$ cat src/rtl/pipe_hazard_ctrl.sv
// ---------------------------------------------------------------------------
// pipe_hazard_ctrl
//
// Sequencing controller for the IF_ID, ID_EX, EX_MEM and MEM_WB pipeline
// registers of a 5-stage MIPS pipeline. It detects load-use hazards and
// inserts LOAD_LAT bubbles, flushes the front of the pipe on a branch taken
// in MEM, and freezes the whole pipe while data memory is busy.
//
// Optional feature macro: PIPE_HAZARD_CTRL_PERF_EN
//   When defined, stall_cycles / flush_events / freeze_cycles are
//   saturating 32-bit performance counters cleared by reset or perf_clr.
//   When undefined, those outputs are tied to zero and perf_clr is ignored.
//
// State table:
//   state   | meaning
//   RUN     | normal issue; hazard check active
//   STALL   | inserting bubbles 2..LOAD_LAT of a load-use hazard
//   MEMWAIT | data memory busy; pipe frozen, ret_state remembers RUN/STALL
//
// Ports:
//   clk, reset (sync, active-low)
//   id_rs, id_rt, id_uses_rt        source operands of the ID instruction
//   ex_MemRead, ex_rt               load destination currently in ID_EX
//   mem_branch_taken, mem_busy      MEM stage events
//   pc_write, if_id_write           front-end load enables
//   if_id_flush, id_ex_flush,
//   ex_mem_flush, pipe_freeze       pipeline register controls
//   state                           0 RUN, 1 STALL, 2 MEMWAIT
//   perf_clr, stall_cycles,
//   flush_events, freeze_cycles     performance counters
// ---------------------------------------------------------------------------
module pipe_hazard_ctrl #(
    parameter int W        = 5,
    parameter int LOAD_LAT = 1,
    parameter int CW       = 3
) (
    input  logic          clk,
    input  logic          reset,
    input  logic [W-1:0]  id_rs,
    input  logic [W-1:0]  id_rt,
    input  logic          id_uses_rt,
    input  logic          ex_MemRead,
    input  logic [W-1:0]  ex_rt,
    input  logic          mem_branch_taken,
    input  logic          mem_busy,
    output logic          pc_write,
    output logic          if_id_write,
    output logic          if_id_flush,
    output logic          id_ex_flush,
    output logic          ex_mem_flush,
    output logic          pipe_freeze,
    output logic [1:0]    state,
    input  logic          perf_clr,
    output logic [31:0]   stall_cycles,
    output logic [31:0]   flush_events,
    output logic [31:0]   freeze_cycles
);

    typedef enum logic [1:0] {
        RUN     = 2'd0,
        STALL   = 2'd1,
        MEMWAIT = 2'd2
    } state_t;

    // Counter preload after the first bubble; only meaningful when LOAD_LAT>1.
    localparam logic [CW-1:0] STALL_INIT = (LOAD_LAT > 1) ? CW'(LOAD_LAT - 2) : '0;

    state_t         state_q, state_d;
    state_t         ret_state_q, ret_state_d;
    logic [CW-1:0]  stall_cnt_q, stall_cnt_d;

    state_t         eff_state;
    logic           hz;
    logic           bubble;
    logic           br_flush;

    assign hz = ex_MemRead && (ex_rt != '0) &&
                ((ex_rt == id_rs) || (id_uses_rt && (ex_rt == id_rt)));

    // Leaving MEMWAIT behaves exactly like the state it interrupted.
    assign eff_state = (state_q == MEMWAIT) ? ret_state_q : state_q;

    always_comb begin
        pc_write     = 1'b1;
        if_id_write  = 1'b1;
        if_id_flush  = 1'b0;
        id_ex_flush  = 1'b0;
        ex_mem_flush = 1'b0;
        pipe_freeze  = 1'b0;
        bubble       = 1'b0;
        br_flush     = 1'b0;
        state_d      = state_q;
        ret_state_d  = ret_state_q;
        stall_cnt_d  = stall_cnt_q;

        if (!reset) begin
            pc_write     = 1'b0;
            if_id_write  = 1'b0;
            if_id_flush  = 1'b1;
            id_ex_flush  = 1'b1;
            ex_mem_flush = 1'b1;
            state_d      = RUN;
            ret_state_d  = RUN;
            stall_cnt_d  = '0;
        end else if (mem_busy) begin
            pc_write    = 1'b0;
            if_id_write = 1'b0;
            pipe_freeze = 1'b1;
            if (state_q != MEMWAIT) begin
                ret_state_d = state_q;
            end
            state_d = MEMWAIT;
        end else if (mem_branch_taken) begin
            if_id_flush  = 1'b1;
            id_ex_flush  = 1'b1;
            ex_mem_flush = 1'b1;
            br_flush     = 1'b1;
            state_d      = RUN;
            stall_cnt_d  = '0;
        end else if (eff_state == STALL) begin
            pc_write    = 1'b0;
            if_id_write = 1'b0;
            id_ex_flush = 1'b1;
            bubble      = 1'b1;
            if (stall_cnt_q == '0) begin
                state_d = RUN;
            end else begin
                state_d     = STALL;
                stall_cnt_d = stall_cnt_q - 1'b1;
            end
        end else if (hz) begin
            pc_write    = 1'b0;
            if_id_write = 1'b0;
            id_ex_flush = 1'b1;
            bubble      = 1'b1;
            if (LOAD_LAT > 1) begin
                state_d     = STALL;
                stall_cnt_d = STALL_INIT;
            end else begin
                state_d = RUN;
            end
        end else begin
            state_d = RUN;
        end
    end

    always_ff @(posedge clk) begin
        if (!reset) begin
            state_q     <= RUN;
            ret_state_q <= RUN;
            stall_cnt_q <= '0;
        end else begin
            state_q     <= state_d;
            ret_state_q <= ret_state_d;
            stall_cnt_q <= stall_cnt_d;
        end
    end

    assign state = state_q;

`ifdef PIPE_HAZARD_CTRL_PERF_EN
    logic [31:0] stall_cycles_q,  stall_cycles_d;
    logic [31:0] flush_events_q,  flush_events_d;
    logic [31:0] freeze_cycles_q, freeze_cycles_d;

    always_comb begin
        stall_cycles_d  = stall_cycles_q;
        flush_events_d  = flush_events_q;
        freeze_cycles_d = freeze_cycles_q;
        if (perf_clr) begin
            stall_cycles_d  = '0;
            flush_events_d  = '0;
            freeze_cycles_d = '0;
        end else begin
            if (bubble && (stall_cycles_q != '1)) begin
                stall_cycles_d = stall_cycles_q + 32'd1;
            end
            if (br_flush && (flush_events_q != '1)) begin
                flush_events_d = flush_events_q + 32'd1;
            end
            if (pipe_freeze && (freeze_cycles_q != '1)) begin
                freeze_cycles_d = freeze_cycles_q + 32'd1;
            end
        end
    end

    always_ff @(posedge clk) begin
        if (!reset) begin
            stall_cycles_q  <= '0;
            flush_events_q  <= '0;
            freeze_cycles_q <= '0;
        end else begin
            stall_cycles_q  <= stall_cycles_d;
            flush_events_q  <= flush_events_d;
            freeze_cycles_q <= freeze_cycles_d;
        end
    end

    assign stall_cycles  = stall_cycles_q;
    assign flush_events  = flush_events_q;
    assign freeze_cycles = freeze_cycles_q;
`else
    logic [2:0] unused_perf;
    assign unused_perf   = {perf_clr, bubble, br_flush};
    assign stall_cycles  = '0;
    assign flush_events  = '0;
    assign freeze_cycles = '0;
`endif

endmodule

$ cat config.mk
export PLATFORM = sky130hd
export DESIGN_NAME = pipe_hazard_ctrl
export DESIGN_NICKNAME = d
export VERILOG_FILES = /design/src/rtl/pipe_hazard_ctrl.sv
export SDC_FILE = /design/constraint.sdc
export NUM_CORES = 1
export LEC_CHECK = 0
export CELL_PAD_IN_SITES_DETAIL_PLACEMENT = 1
export CELL_PAD_IN_SITES_GLOBAL_PLACEMENT = 2
export CORE_MARGIN = 2
export CORE_UTILIZATION = 15
export CTS_CLUSTER_DIAMETER = 60
export DETAILED_ROUTE_END_ITERATION = 8
export PLACE_DENSITY = 0.94
export SKIP_LAST_GASP = 1
export SYNTH_ARGS = -nofsm -noshare
export SYNTH_HDL_FRONTEND = slang
export SYNTH_SLANG_ARGS = --single-unit
$ cat constraint.sdc
create_clock -name clk -period 3.73 [get_ports clk]
set_input_delay 1.119 -clock clk [delete_from_list [all_inputs] [get_ports clk]]
set_output_delay 1.119 -clock clk [all_outputs]
set_load 0.01 [all_outputs]
After elaboration in Yosys (flattened, before gate mapping)
Index checks and enable logic that the tools add are counted.
- register bits after elaboration: 7
- bits of input ports: 22
- output and inout port bits: 104
- logic and storage cells: 47
- add/sub/neg operators: 1
- equal/unequal tests: 6
- muxes and demuxes: 23
- bitwise operators: 3
- reduce and logical (&&, ||, !) cells: 10
- operators by type and width (kind ; count):
    2-to-1 mux 1 bit ; 16
    == test 5 bit ; 2
    2-to-1 mux 3 bit ; 3
    2-to-1 mux 2 bit ; 4
    nonzero test 5 bit ; 1
    != test 2 bit, second input constant ; 2
    OR reduction 4 bit ; 1
    logical AND 1 bit ; 3
    logical NOT 3 bit ; 1
    NOT 1 bit ; 3
    AND reduction 3 bit ; 1
    subtractor 3 x 1 -> 3 bit, second input constant ; 1
    == test 2 x 1 -> 1 bit, second input constant ; 1
    == test 2 bit, second input constant ; 1
    AND reduction 2 bit ; 1
    nonzero test 2 bit ; 1
    logical OR 1 bit ; 1

Longest topological paths before layout
- depth in word-level cells: 9
- depth in mapped cells: 6
- depth with buffers taken out: 6

Least setup slack after synthesis
No wires, ideal clock.
- kind: in2out
- start point: in ex_rt[1]
- end point: out pc_write
- data arrival time: 2164 ps
- data required time: 2611 ps
- path slack: 447 ps
- stages: 4
- buffers on the path: 1
- cell sequence: or4_1 -> o21ai_0 -> o31a_1 -> buf_4
- longest elaborated chain between the ends: 9
- elaborated cells between the ends (all ways): 12
- those cells by class: 2 x eq/ne; 5 x mux; 5 x reduce/logical
- ends and longest elaborated chain (what ; line ; text):
    start: declaration ; 43 ; input logic [W-1:0] ex_rt,
    == test 5 bit ; 78 ; ((ex_rt == id_rs) || (id_uses_rt && (ex_rt == id_rt)));
    logical AND 1 bit ; 78 ;
    logical OR 1 bit ; 78 ;
    logical AND 1 bit * ; 77 ; assign hz = ex_MemRead && (ex_rt != '0) &&
    2-to-1 mux 1 bit * (5 in a row) ; - ;
    end: declaration ; 46 ; output logic pc_write,
Every way passes the cells marked *; elsewhere a longest branch is shown, timed or not.

Final worst setup path
- start point: in ex_rt[2]
- end point: out pc_write
- longest elaborated chain between the ends: 9
- elaborated cells between the ends (all ways): 12
- those cells by class: 2 x eq/ne; 5 x mux; 5 x reduce/logical
- ends and longest elaborated chain (what ; line ; text):
    == test 5 bit ; 78 ;
    logical AND 1 bit ; 78 ;
    logical OR 1 bit ; 78 ;
    logical AND 1 bit * ; 77 ;
    2-to-1 mux 1 bit * ; 131 ; end else if (hz) begin
    2-to-1 mux 1 bit * ; 120 ; end else if (eff_state == STALL) begin
    2-to-1 mux 1 bit * ; 113 ; end else if (mem_branch_taken) begin
    2-to-1 mux 1 bit * ; 105 ; end else if (mem_busy) begin
    2-to-1 mux 1 bit * ; 96 ; if (!reset) begin
Marked as above.

==> flow_metrics.py <==
metrics = {
    "worst_setup_path": {
        "crit_type": "input port to primary output",
        "worst_r2r_startpoint": "stall_cnt_q[0]$_SDFFE_PN0P_",
        "worst-endpoint-arrival_ns": 2.57,
        "slowest_stage": "sky130_fd_sc_hd__o31a_1",
        "required_time_at_the_endpoint_of_the_critical_path_ns": 2.61,
        "endpoint_of_the_worst_register_to_register_path": "stall_cnt_q[1]$_SDFFE_PN0P_",
        "timing.critical_path.fanout_max": 3,
        "worst-r2r-cell-count": 6,
        "max_stage_delay_ns": 0.34,
        "critPathBufInv": 2,
        "rrSetupSlack_ns": 2.08,
        "critical_path.cell_chain": "dlygate4sd2_1 -> xor2_1 -> nor4_1 -> a32oi_1 -> o31a_1 -> buf_2",
        "timing.critical_path.max_delay_family": "compound AO/OA/AOI/OAI gates",
        "worst-path-stages": 6,
        "end_kind": "primary output",
        "timing.critical_path.from_type": "input port",
    },
    "synth": {
        "postSynthAreaPerCell_um2": 7.94,
        "synthDistinctLibCells": 27,
        "ys_seq_elements": 7,
        "yosys_warnings": 0,
        "synth_area_um2": 1240,
        "ys_seq_area_share_pct": 11.3,
        "netlist_instances": 156,
    },
    "global_routing": {
        "grt_start_max_net_pins": 11,
        "grt_remaining_overflow": 0,
        "grt_pass1_vias": 681,
        "initial_antenna_violation_count": 0,
        "globalRouteTotalUtil_pct": 4.69,
        "grt_pass1_wl_um": 3260,
    },
    "die": {
        "core_area_um2": 8090,
        "ios": 126,
        "starting_density_of_the_core_pct": 15.3,
        "die_area_um2": 9000,
        "die_width_um": 94.9,
        "fp.dieH_um": 94.9,
        "rows": 33,
    },
    "routing": {
        "dr_total_vias": 841,
        "detail_route.iter0.violations": 6,
        "drt_drc_violations_left": 0,
        "postRouteAntennaNets": 0,
        "met2WireLength_um": 1180,
        "detail_route.wirelength.met1_um": 789,
        "route.detailed.vias_per_inst": 2.79,
        "maxUsedRoutingLayer": "met4",
        "post_drt_wl_per_cell_um": 7.78,
        "drtPass1Iterations": 4,
        "wl_met3_um": 316,
        "routed_wl_um": 2340,
    },
    "sta": {
        "clock.fmax_ghz": 0.271,
        "final.min_clock_period_ns": 3.69,
        "finalCritPeriodShare_pct": 98.9,
        "slew_violations": 0,
        "postLayoutSetupSlackWorst_ns": 0.0411,
        "setup_viol": 0,
        "hold_ws_ns": 0.472,
        "hold_fails_final_rpt": 0,
        "grt_setup_unrepaired": "false",
        "fin_worst_skew_ns": 0.00339,
    },
    "cts": {
        "cts_buffers": 3,
        "cts_buffer_depth": 2,
        "clock_latency_reported_for_the_late_side_of_the_worst_skew_pair_ns": 0.23,
        "tritoncts": "yes",
        "clk_root_buffer_cell": "sky130_fd_sc_hd__clkbuf_8",
        "htreeDepth": 1,
        "cts.clk_slew.worst_paths_ns": 0.04,
        "cts_num_sinks": 7,
        "post_cts.repair.setup_buffers": 0,
    },
    "run": {
        "max_cap_viol_count": 0,
    },
    "min_path": {
        "min-delay-path-class": "register to register",
        "hold_depth": 2,
        "worstHoldStart": "stall_cnt_q[2]$_SDFFE_PN0P_",
        "whs_endpoint": "stall_cnt_q[2]$_SDFFE_PN0P_",
    },
    "finish": {
        "commonest_non_fill_non_tap_cell_in_the_layout": "sky130_fd_sc_hd__conb_1",
        "post_layout_nonfiller_instances": 301,
        "fillers": 1013,
        "layout-area-overhead-vs-synth_pct": 13.4,
        "antennaDiodeCount": 0,
        "num-nets-final": 221,
        "layout.cells.most_common_list": "sky130_fd_sc_hd__conb_1, sky130_fd_sc_hd__clkdlybuf4s50_1, sky130_fd_sc_hd__buf_4",
        "share_of_final_layout_standard_cells_stronger_than_drive_strength_1_pct": 11.7,
    },
    "power_and_ir_drop": {
        "peakVddDrop_v": 0.000107,
        "power.leakage_nw": 0.697,
        "power-per-cell-area_nw_per_um2": 207,
    },
    "placement": {
        "gp_congestion": 0.719,
        "numPortBuffers": 28,
        "hpwl_um": 2050,
        "dpl.cell_count": 297,
        "post-place-ws_ns": -0.641,
    },
    "outcome": {
        "run_status": "completed",
    },
}
[metal layers]
layer,track usage [%],vias to the layer above
met3,1.60,8
met5,0,-
met4,2.17,0
met1,5.36,377
met2,7.86,70
li1,-,386
[cells in the mapped netlist, drive strengths merged]
library cell	n	share of area, %
dfxtp	7	11
nor2b	1	0.51
ha	2	2.0
nor3b	2	1.2
a32oi	1	0.71
buf	98	59
a22oi	1	0.61
conb	1	0.30
xor2	9	6.4
nor2	3	0.91
nand2b	3	1.5
or3	3	1.5
a211o	1	0.71
o31a	1	0.71
nor4	1	0.51
inv	3	0.91
nand4bb	1	2.2
and2	2	1.0
xnor2	1	0.71
nand3	3	1.2
a21boi	3	1.8
a21oi	3	1.2
o21ai	1	0.40
nor3	1	0.40
nand2	2	0.61
or4	1	0.61
o31ai	1	0.61
[worst min-delay path, cell delays in order, from the launching register on]
cell and delay (ns):
sky130_fd_sc_hd__dfxtp_1 0.31, sky130_fd_sc_hd__nand3_1 0.06, sky130_fd_sc_hd__a21boi_1 0.05
[final cells by class]
| type | instances | area [µm²] | area share, % |
|---|---|---|---|
| Clock buffer | 4 | 45.0 | 3.21 |
| Inverter | 3 | 11.3 | 0.801 |
| Multi-Input combinational cell | 143 | 733 | 52.2 |
| Sequential cell | 7 | 140 | 9.97 |
| Tap cell | 105 | 131 | 9.35 |
| Timing Repair Buffer | 39 | 344 | 24.5 |
[power breakdown]
part | switching (mW) | internal, mW | leakage [nW]
combinational | 0.0701 | 0.0385 | 0.618
clock | 0.0324 | 0.0739 | 0.0228
sequential | 0.000898 | 0.0758 | 0.0566
total | 0.103 | 0.188 | 0.697
[worst max-delay path by stage]
stage	start	endpoint	slack [ns]
floorplan	ex_rt[1]	pc_write	0.45
global placement	ex_rt[1]	pc_write	-0.59
detailed placement	ex_rt[3]	id_ex_flush	-0.64
CTS	id_rt[3]	pc_write	0.02
global route	ex_rt[2]	if_id_write	0.0005
finish	ex_rt[2]	pc_write	0.04
[state kept, by name, indices dropped and copies added (netlist names)]
register / cells
stall_cnt_q: 3
state: 2
ret_state_q: 2
[logic make-up (layout without fill, tap and decap cells)]
group	count (synthesis)	after routing	synth area share [%]
compound gates	12	12	6.77
fa+ha+maj	2	2	2.02
simple gates	23	23	12.2
other cells	1	96	0.303
xor+xnor	10	10	7.07
flops	7	7	11.3
buf+inv	101	46	60.3
[per-stage QoR]
stage	TNS (ns)	total power, mW	utilization [%]	cell area (µm²)
after global routing	0	0.312	17.4	1410
final	0	0.292	17.4	1410
after CTS	0	0.291	17.1	1390
after global placement	-1.78	0.184	16.7	1350
after detailed placement	-1.89	0.186	16.7	1350
after floorplan	0	0.214	-	1600
[timing repair]
action | CTS | global route
gates cloned | 0 | 0
hold buffers | 0 | 0
endpoints found under the setup margin | 4 | 4
resized for setup | 24 | 5
pin swaps | 4 | 3
(Power assumes the default switching activity.)
